[config.mk]
export PLATFORM = sky130hd
export DESIGN_NAME = bit_serial_alu
export DESIGN_NICKNAME = d
export VERILOG_FILES = /design/src/rtl/bit_serial_alu.sv
export SDC_FILE = /design/constraint.sdc
export NUM_CORES = 1
export LEC_CHECK = 0
export CORE_MARGIN = 10
export CORE_UTILIZATION = 54
export CTS_BUF_LIST = sky130_fd_sc_hd__clkbuf_4
export CTS_CLUSTER_SIZE = 24
export DETAILED_ROUTE_END_ITERATION = 8
export PLACE_DENSITY = 0.82
export SLEW_MARGIN = 20
export SYNTH_ARGS = -nofsm -noshare
export SYNTH_HDL_FRONTEND = slang
export SYNTH_SLANG_ARGS = --single-unit
export TNS_END_PERCENT = 30
[constraint.sdc]
create_clock -name clk -period 2.55 [get_ports clk]
set_clock_uncertainty 0.2 [all_clocks]
set_input_delay 0.765 -clock clk [delete_from_list [all_inputs] [get_ports clk]]
set_output_delay 0.765 -clock clk [all_outputs]
set_load 0.02 [all_outputs]
[src/rtl/bit_serial_alu.sv]
// Bit-serial N-bit ALU: one 1-bit slice processes operands LSB first, one bit per clock.
// Optional macro BIT_SERIAL_ALU_SLT_EN enables Op=0111 as set-less-than.
//
// state | meaning
// IDLE  | waiting for start; Result/flags hold the last completed operation
// RUN   | shifting operands through the slice, one bit per clock
module bit_serial_alu #(
   parameter int WIDTH = 8
) (
   input  logic             clk,
   input  logic             rst_n,
   input  logic             start,
   input  logic [WIDTH-1:0] A,
   input  logic [WIDTH-1:0] B,
   input  logic [3:0]       Op,
   output logic             busy,
   output logic             done,
   output logic [WIDTH-1:0] Result,
   output logic             Zero,
   output logic             CarryOut,
   output logic             Overflow
);

   localparam int CW = $clog2(WIDTH);
   localparam logic [CW-1:0] LAST = CW'(WIDTH - 1);

   typedef enum logic {IDLE, RUN} state_t;

   state_t           state;
   logic [WIDTH-1:0] a_sh;
   logic [WIDTH-1:0] b_sh;
   logic [WIDTH-2:0] r_sh;
   logic [3:0]       op_r;
   logic             carry;
   logic [CW-1:0]    cnt;

   logic             a_bit, b_bit, sum, cout, arith, slt_sel, rbit;
   logic [WIDTH-1:0] r_full, res_final;
   logic             co_final, ov_final;

   always_comb begin
      a_bit   = a_sh[0] ^ op_r[3];
      b_bit   = b_sh[0] ^ op_r[2];
      sum     = a_bit ^ b_bit ^ carry;
      cout    = (a_bit & b_bit) | (a_bit & carry) | (b_bit & carry);
      arith   = (op_r[1:0] == 2'b10);
      slt_sel = 1'b0;
`ifdef BIT_SERIAL_ALU_SLT_EN
      slt_sel = (op_r == 4'b0111);
`endif
      case (op_r[1:0])
         2'b00:   rbit = a_bit & b_bit;
         2'b01:   rbit = a_bit | b_bit;
         2'b10:   rbit = sum;
         default: rbit = 1'b0;
      endcase
      // r_sh already holds bits 0..WIDTH-2, so this is the complete result on the last bit
      r_full    = {rbit, r_sh};
      res_final = r_full;
      co_final  = arith ? cout : 1'b0;
      ov_final  = arith ? (carry ^ cout) : 1'b0;
      if (slt_sel) begin
         res_final    = '0;
         res_final[0] = sum ^ (carry ^ cout);
      end
   end

   always_ff @(posedge clk or negedge rst_n) begin
      if (!rst_n) begin
         state    <= IDLE;
         a_sh     <= '0;
         b_sh     <= '0;
         r_sh     <= '0;
         op_r     <= '0;
         carry    <= 1'b0;
         cnt      <= '0;
         busy     <= 1'b0;
         done     <= 1'b0;
         Result   <= '0;
         Zero     <= 1'b0;
         CarryOut <= 1'b0;
         Overflow <= 1'b0;
      end else begin
         done <= 1'b0;
         case (state)
            IDLE: begin
               if (start) begin
                  a_sh  <= A;
                  b_sh  <= B;
                  op_r  <= Op;
                  carry <= Op[2];
                  cnt   <= '0;
                  busy  <= 1'b1;
                  state <= RUN;
               end
            end
            RUN: begin
               if (arith || slt_sel) carry <= cout;
               a_sh <= a_sh >> 1;
               b_sh <= b_sh >> 1;
               r_sh <= r_full[WIDTH-1:1];
               cnt  <= cnt + 1'b1;
               if (cnt == LAST) begin
                  Result   <= res_final;
                  Zero     <= (res_final == '0);
                  CarryOut <= co_final;
                  Overflow <= ov_final;
                  done     <= 1'b1;
                  busy     <= 1'b0;
                  state    <= IDLE;
               end
            end
            default: state <= IDLE;
         endcase
      end
   end

endmodule
==> results.cfg, run 1 <==
[clocking]
ctsResizeCount = 0
cts_buffers = 5
clk-insertion-delay-late_ns = 0.37
clk_pin_slew_ns = 0.14
cts_hold_buf = 0
tritoncts = yes
h-tree-depth = 2
cts_post_setup_buffers_inserted = 0
clock_sinks = 45
cts-root-buf = clkbuf_4
clk_path_buf_depth = 2

[synthesis]
yosysWarnings = 0
syn_avg_cell_area_um2 = 12.2
synth_enable_flop_cells = 0
seq_area_frac_synth_pct = 56.7
synth_flop_cell = dfrtp_1
netlist_area_um2 = 1980
synth_cell_types = 29
async_flop_share_pct = 100
synth.net_count = 190
synth_cells = 162
ys_ff_latch = 45

[run_status]
status = finished clean

[sta]
setup_viol = 0
slew_headroom_pct = 45.5
fin_ws_ns = 0.203
fin_crit_sh_pct = 92.0
maxSlewViolCount = 0
finalHoldViolCount = 0
finalCriticalPeriod_ns = 2.35
max_slew.worst_pin.slew_ns = 0.817
finalSetupTns_ns = 0
max_freq_ghz = 0.426
rsz0062_at_grt = no

[pwr]
max-vdd-ir-drop_uv = 556
p_sw_mw = 1.07
pwr-share-seq_pct = 43.8
p_leak_nw = 1.13
power_frac_clock_pct = 15.4
p_comb_share_pct = 40.8
internal_power_mw = 1.83
swShare_pct = 36.9
pwr_density_cell_nw_per_um2 = 1180

[floorplanning]
die_h_um = 80.6
core-area_um2 = 3440
pin_count = 36
row_count = 21
die_area_um2 = 6500
dieWidth_um = 80.6
start_util_pct = 57.7

[detailed_routing]
vias = 1294
drt-initial-drc-count = 123
drc = 0
wl_per_cell_um = 15.4
routed_via_density = 5.24
final_antenna_net_count = 0
first_pass_iters = 4
wirelength_mm = 3.80

[final_layout]
layout.nets = 228
antenna_cells = 0
most-common-layout-cells = dfrtp_1 (45), clkdlybuf4s50_1 (34), nand2_1 (19)
final_common_cell = dfrtp_1
finalNonFillerCells = 247
finish.utilization_pct = 71.3
area_growth_pct = 23.6
drive_above_1_share_pct = 13.9

[worst_hold_path]
hp-class = in2async

[place]
port_buffers = 35
dp_cells = 239
pre_cts_ws_ns = 0.249
place_hpwl_mm = 2.87
routabilityCongestion = 0.730

[global_route]
grt_pass1_wl_mm = 6.50
antenna_found_initial = 0
overflow = 0
grt_start_max_net_pins = 31
grt_pass1_vias = 1381
grtUsageTotal_pct = 12.8

[setup_path]
crit_chain = clkdlybuf4s50_1
crit_family = buffers and inverters
crit_slowest_cell = clkdlybuf4s50_1
crit_buf_inv = 1
crit_type = reg2out
crit_arrival_ns = 1.38
critPathMaxFanout = 3
slowest_delay_ns = 0.62
cp.required_ns = 1.59
end_kind = primary output
critPathLaunchType = flop

[flow_run]
drv_cap = 0
## registers in the layout, summed over array words and instances (netlist names), 3 cells and up
signal	cells
op_r	4
r_sh	7
cnt	3
b_sh	8
Result	8
a_sh	8
## stage by stage
stage          hold WS (ns)  power [mW]  area [µm²]
2_1_floorplan         0.255        2.06        1980
3_3_place_gp          0.261        2.38        2370
3_5_place_dp          0.276        2.49        2370
4_1_cts               0.199        2.94        2450
5_1_grt               0.218        3.13        2450
6_report              0.190        2.90        2450
## path summary, 6_finish.rpt
path	from	to	slack, ns	depth (start not counted)
max in group asynchronous	rst_n	a_sh[2]	1.37	2
worst min register to register	b_sh[7]	b_sh[6]	0.30	2
worst max register to register	op_r[3]	Zero	0.26	6
worst min-delay path	rst_n	Result[0]	0.19	1
worst max-delay path	busy	busy	0.20	1
min in group clk	b_sh[7]	b_sh[6]	0.30	2
## synthesized netlist by cell type (2+ instances only)
cell      count  area [µm²]
dfrtp_1      45        1130
nand2_1      19        71.3
mux2i_1      17         170
o21ai_1      16        80.1
mux2_2       12         135
nor2_1        7        26.3
inv_1         6        22.5
clkbuf_1      4        15.0
ha_1          4        50.1
mux2_1        4        45.0
xor2_1        3        26.3
a21oi_1       2        10.0
a22o_1        2        17.5
buf_2         2        10.0
buf_6         2        22.5
nand2b_1      2        12.5
nor2b_1       2        12.5
o31ai_1       2        15.0
## cells by family after synthesis
group	Yosys count	synth area share (%)
and+or+nand+nor	35	9.08
muxes	33	17.7
buffers and inverters	14	3.53
DFF	45	56.7
AOI/OAI and AO/OA	27	8.13
adders and majority gates	5	3.53
xor gates and xnor gates	3	1.32
## per-layer routing
layer  track usage [%]  routed length (µm)
met5                 0                   0
met3              4.12                 212
met4              4.93                  73
met2              20.5                1820
met1              15.6                1700
## power by group through the flow
stage | combinational (mW) | sequential (mW) | clock (mW)
after global routing | 1.32 | 1.32 | 0.487
final | 1.18 | 1.27 | 0.446
after detailed placement | 1.20 | 1.29 | 0
after CTS | 1.21 | 1.27 | 0.458
after floorplan | 0.772 | 1.29 | 0
after global placement | 1.12 | 1.27 | 0
## final cells by class
class                      instances  area [µm²]
clock buffer                       5        37.5
clock inverter                     3        46.3
fill                             262         988
inverter                           6        22.5
multi-input combinational        103         788
sequential                        45        1130
tap                               46        57.6
timing repair buffer              39         375
No activity file was read; power rests on OpenSTA's default activity.
==> inputs of run 2 (changes only) <==
- clock period: 2.55 -> 2.5 ns (I/O delays scaled with it)
==> run 2 against run 1 <==
Against the previous run: sequential cell count stayed put; sequential power is essentially flat; die area unchanged; design area up 0.31%; global-route usage is 0.52 points lower; final cell count rose by 0.40%; critical path type unchanged; critical endpoint unchanged.
==> results.cfg, run 2 (same netlist as run 1, synthesis figures left out) <==
[setup_path]
slowest_delay_ns = 0.63
crit_slowest_cell = clkdlybuf4s50_1
critPathMaxFanout = 3
ff2ff_path_depth = 6
timing.rr.start = op_r[3]
rr_endpoint = Zero
crit_arrival_ns = 1.37
critPathLaunchType = flop
crit_buf_inv = 1
crit_chain = clkdlybuf4s50_1
r2r_slack_ns = 0.32
crit_type = reg2out
cp.required_ns = 1.55
end_kind = primary output
crit_family = buffers and inverters

[place]
routabilityCongestion = 0.736
pre_cts_ws_ns = 0.255
port_buffers = 35
place_hpwl_mm = 2.78
placedInstanceArea_um2 = 2380

[final_layout]
reg.largest.list = Result (8), a_sh (8), b_sh (8)
area_growth_pct = 24.0
regArea_um2 = 1130
layout.nets = 229
antenna_cells = 0
drive_above_1_share_pct = 14.4
fin_area_um2 = 2460
final_common_cell = dfrtp_1
multi_input_area_um2 = 788
most-common-layout-cells = dfrtp_1 (45), clkdlybuf4s50_1 (34), nand2_1 (19)
fill_cells = 242

[detailed_routing]
drc = 0
dr_wl_met2_mm = 1.79
wirelength_mm = 3.63
routed_via_density = 5.18
first_pass_iters = 4
m1WireLength_mm = 1.61
final_antenna_net_count = 0
vias = 1285
highest_layer = met4
route.met3.wl_um = 191
drt-initial-drc-count = 83
wl_per_cell_um = 14.6

[global_route]
grt_pass1_wl_mm = 6.39
overflow = 0
grt_pass1_vias = 1380
grt_start_max_net_pins = 31
grtUsageTotal_pct = 12.3
antenna_found_initial = 0

[sta]
slew_headroom_pct = 57.8
finalCriticalPeriod_ns = 2.32
max_freq_ghz = 0.432
fin_ws_ns = 0.183
setup_viol = 0
maxSlewViolCount = 0
rsz0062_at_grt = no
finalHoldViolCount = 0
fin_crit_sh_pct = 92.7
max_slew.worst_pin.slew_ns = 0.632
finalSetupTns_ns = 0

[clocking]
ctsResizeCount = 0
cts_buffers = 5
clk_pin_slew_ns = 0.14
cts_post_setup_buffers_inserted = 0
tritoncts = yes
clock_sinks = 45
clk-insertion-delay-late_ns = 0.35
cts_hold_buf = 0
clk_path_buf_depth = 2
cts-root-buf = clkbuf_4
h-tree-depth = 2

[floorplanning]
pin_count = 36
row_count = 21
die_h_um = 80.6
die_area_um2 = 6500
core-area_um2 = 3440
dieWidth_um = 80.6
start_util_pct = 57.7

[flow_run]
drv_cap = 0

[pwr]
power_mw = 2.93
p_leak_nw = 1.13
pwr_density_cell_nw_per_um2 = 1190
max-vdd-ir-drop_uv = 558

[run_status]
status = finished clean

[worst_hold_path]
hp-class = in2async
run 2: changes by cell type in the layout (fill, tap and decap cells not counted):
cell   before  now
buf_4       4    5
run 2: final cells by class:
| cell class | count | share of cell area (%) |
|---|---|---|
| clock buffers | 5 | 1.53 |
| clock inverters | 3 | 1.88 |
| inverters | 6 | 0.915 |
| multi-input cells | 103 | 32.0 |
| flip-flops and latches | 45 | 45.8 |
| well taps | 46 | 2.34 |
| repair buffers | 40 | 15.6 |
run 2: worst max-delay path by stage:
stage / from / to / cells after the start / slack, ns
finish: busy / busy / 1 / 0.18
CTS: busy / busy / 1 / 0.16
detailed placement: start / op_r[1] / 3 / 0.25
floorplan: op_r[3] / Zero / 6 / 0.42
global route: Result[0] / Result[0] / 1 / 0.13
global placement: start / op_r[1] / 3 / 0.29
run 2: power by group:
| part | total, mW | switching [mW] | internal (mW) |
|---|---|---|---|
| logic | 1.21 | 0.585 | 0.621 |
| registers | 1.28 | 0.240 | 1.04 |
| clock network | 0.445 | 0.233 | 0.212 |
| total | 2.93 | 1.06 | 1.87 |
run 2: per-stage QoR:
stage          hold slack [ns]  utilization [%]  cells
3_3_place_gp             0.267             69.1    240
5_1_grt                  0.206             71.5    248
3_5_place_dp             0.281             69.1    240
4_1_cts                  0.188             71.5    248
6_report                 0.191             71.5    248
2_1_floorplan            0.254                -    162
run 2: routing by layer:
| layer | vias up | global-route usage (%) |
|---|---|---|
| met5 | - | 0 |
| met4 | 0 | 3.70 |
| met3 | 5 | 4.12 |
| met2 | 29 | 19.8 |
| met1 | 618 | 15.1 |
| li1 | 633 | - |
run 2: worst reg2reg max path, stage by stage (launching register included):
cell     delay, ns
dfrtp_1       0.40
xor2_1        0.22
inv_1         0.11
fa_1          0.44
and2_1        0.16
o32a_1        0.32
a32o_1        0.25
==> inputs of run 3 (changes only) <==
- CELL_PAD_IN_SITES_DETAIL_PLACEMENT: unset -> 1
- CELL_PAD_IN_SITES_GLOBAL_PLACEMENT: unset -> 2
- CORE_UTILIZATION: 54 -> 36
- SETUP_SLACK_MARGIN: unset -> 0.3
==> run 3 against run 2 <==
Against the previous run: critical path depth is the same; die area rose by 37%; via count increased by 0.78%; clock power shrank 22%; core utilization fell by 24 points; register-to-register slack is essentially flat; count of clock-buffer cells in the layout grew 1; highest routed layer unchanged; design area up 0.86%.
==> results.cfg, run 3 (same netlist as run 1, synthesis figures left out) <==
[global_route]
grt_pass1_wl_mm = 7.60
grt_pass1_vias = 1528
grtUsageTotal_pct = 10.8
overflow = 0
grt_start_max_net_pins = 46
antenna_found_initial = 0

[setup_path]
cp.required_ns = 1.55
timing.rr.start = op_r[3]
rr_endpoint = Zero
crit_slowest_cell = clkdlybuf4s50_1
end_kind = primary output
critPathLaunchType = flop
slowest_delay_ns = 0.62
ff2ff_path_depth = 6
crit_buf_inv = 1
crit_family = buffers and inverters
crit_chain = clkdlybuf4s50_1
crit_type = reg2out
critPathMaxFanout = 2
r2r_slack_ns = 0.31
crit_arrival_ns = 1.33
path_depth = 1

[floorplanning]
pin_count = 36
row_count = 26
start_util_pct = 37.9
dieWidth_um = 94.2
die_area_um2 = 8880
die_h_um = 94.2
core-area_um2 = 5240

[clocking]
clock_sinks = 45
clk-insertion-delay-late_ns = 0.35
tritoncts = yes
cts_hold_buf = 0
cts_buffers = 5
ctsResizeCount = 4
clk_pin_slew_ns = 0.12
cts_post_setup_buffers_inserted = 0
cts-root-buf = clkbuf_4
clk_path_buf_depth = 2
h-tree-depth = 2

[detailed_routing]
wl_per_cell_um = 16.0
vias = 1295
final_antenna_net_count = 0
first_pass_iters = 4
drt-initial-drc-count = 55
drc = 0
wirelength_mm = 4.34
routed_via_density = 4.76

[sta]
rsz0062_at_grt = yes
setup_viol = 0
maxSlewViolCount = 0
finalSetupTns_ns = 0
max_slew.worst_pin.slew_ns = 0.640
finalHoldViolCount = 0
holdWs_ns = 0.152
max_freq_ghz = 0.439
finalCriticalPeriod_ns = 2.28
slew_headroom_pct = 57.4
fin_crit_sh_pct = 91.2

[pwr]
p_leak_nw = 1.16
max-vdd-ir-drop_uv = 377
power_mw = 2.84
pwr_density_cell_nw_per_um2 = 1140

[final_layout]
regArea_um2 = 1130
area_growth_pct = 25.1
most-common-layout-cells = dfrtp_1 (45), clkdlybuf4s50_1 (28), nand2_1 (19)
reg.largest.list = Result (8), a_sh (8), b_sh (8)
layout.nets = 229
drive_above_1_share_pct = 14.9
antenna_cells = 0
final_common_cell = dfrtp_1
multi_input_area_um2 = 796
fill_cells = 591
finalNonFillerCells = 272

[place]
place_hpwl_mm = 3.29
port_buffers = 35
dp_cells = 264
routabilityCongestion = 0.767

[flow_run]
drv_cap = 0

[worst_hold_path]
hp-class = in2async

[run_status]
status = finished clean
## run 3: cell type report
type	instances	share of cell area, %
multi-input cells	103	32.1
clock buffers	6	1.81
inverters	6	0.907
repair buffers	40	15.9
well taps	70	3.53
flip-flops and latches	45	45.4
clock inverters	2	0.403
## run 3: routing by layer
metal	GRT usage (%)	share of wire, %	vias up
met2	18.0	50	24
met1	12.6	44	632
li1	-	-	632
met5	0	0	-
met4	4.94	2.0	0
met3	3.04	4.4	7
## run 3: per-stage QoR
step           cell area (µm²)  utilization [%]  worst slack (ns)
6_report                  2480             47.4             0.221
5_1_grt                   2480             47.4             0.159
4_1_cts                   2470             47.2             0.182
3_5_place_dp              2420             46.2             0.194
3_3_place_gp              2420             46.2             0.278
2_1_floorplan             1980                -             0.416
## run 3: where the power goes
group | total (mW) | internal [mW] | switching, mW
clock | 0.345 | 0.118 | 0.227
sequential | 1.30 | 1.04 | 0.257
combinational | 1.20 | 0.607 | 0.590
total | 2.84 | 1.76 | 1.07
## run 3: worst max path at each step
| stage | startpoint | end | slack, ns |
|---|---|---|---|
| after floorplan | op_r[3] | Zero | 0.42 |
| after global placement | start | op_r[1] | 0.28 |
| after detailed placement | start | op_r[0] | 0.19 |
| after CTS | Result[5] | Result[5] | 0.18 |
| after global routing | Overflow | Overflow | 0.16 |
| final | Zero | Zero | 0.22 |
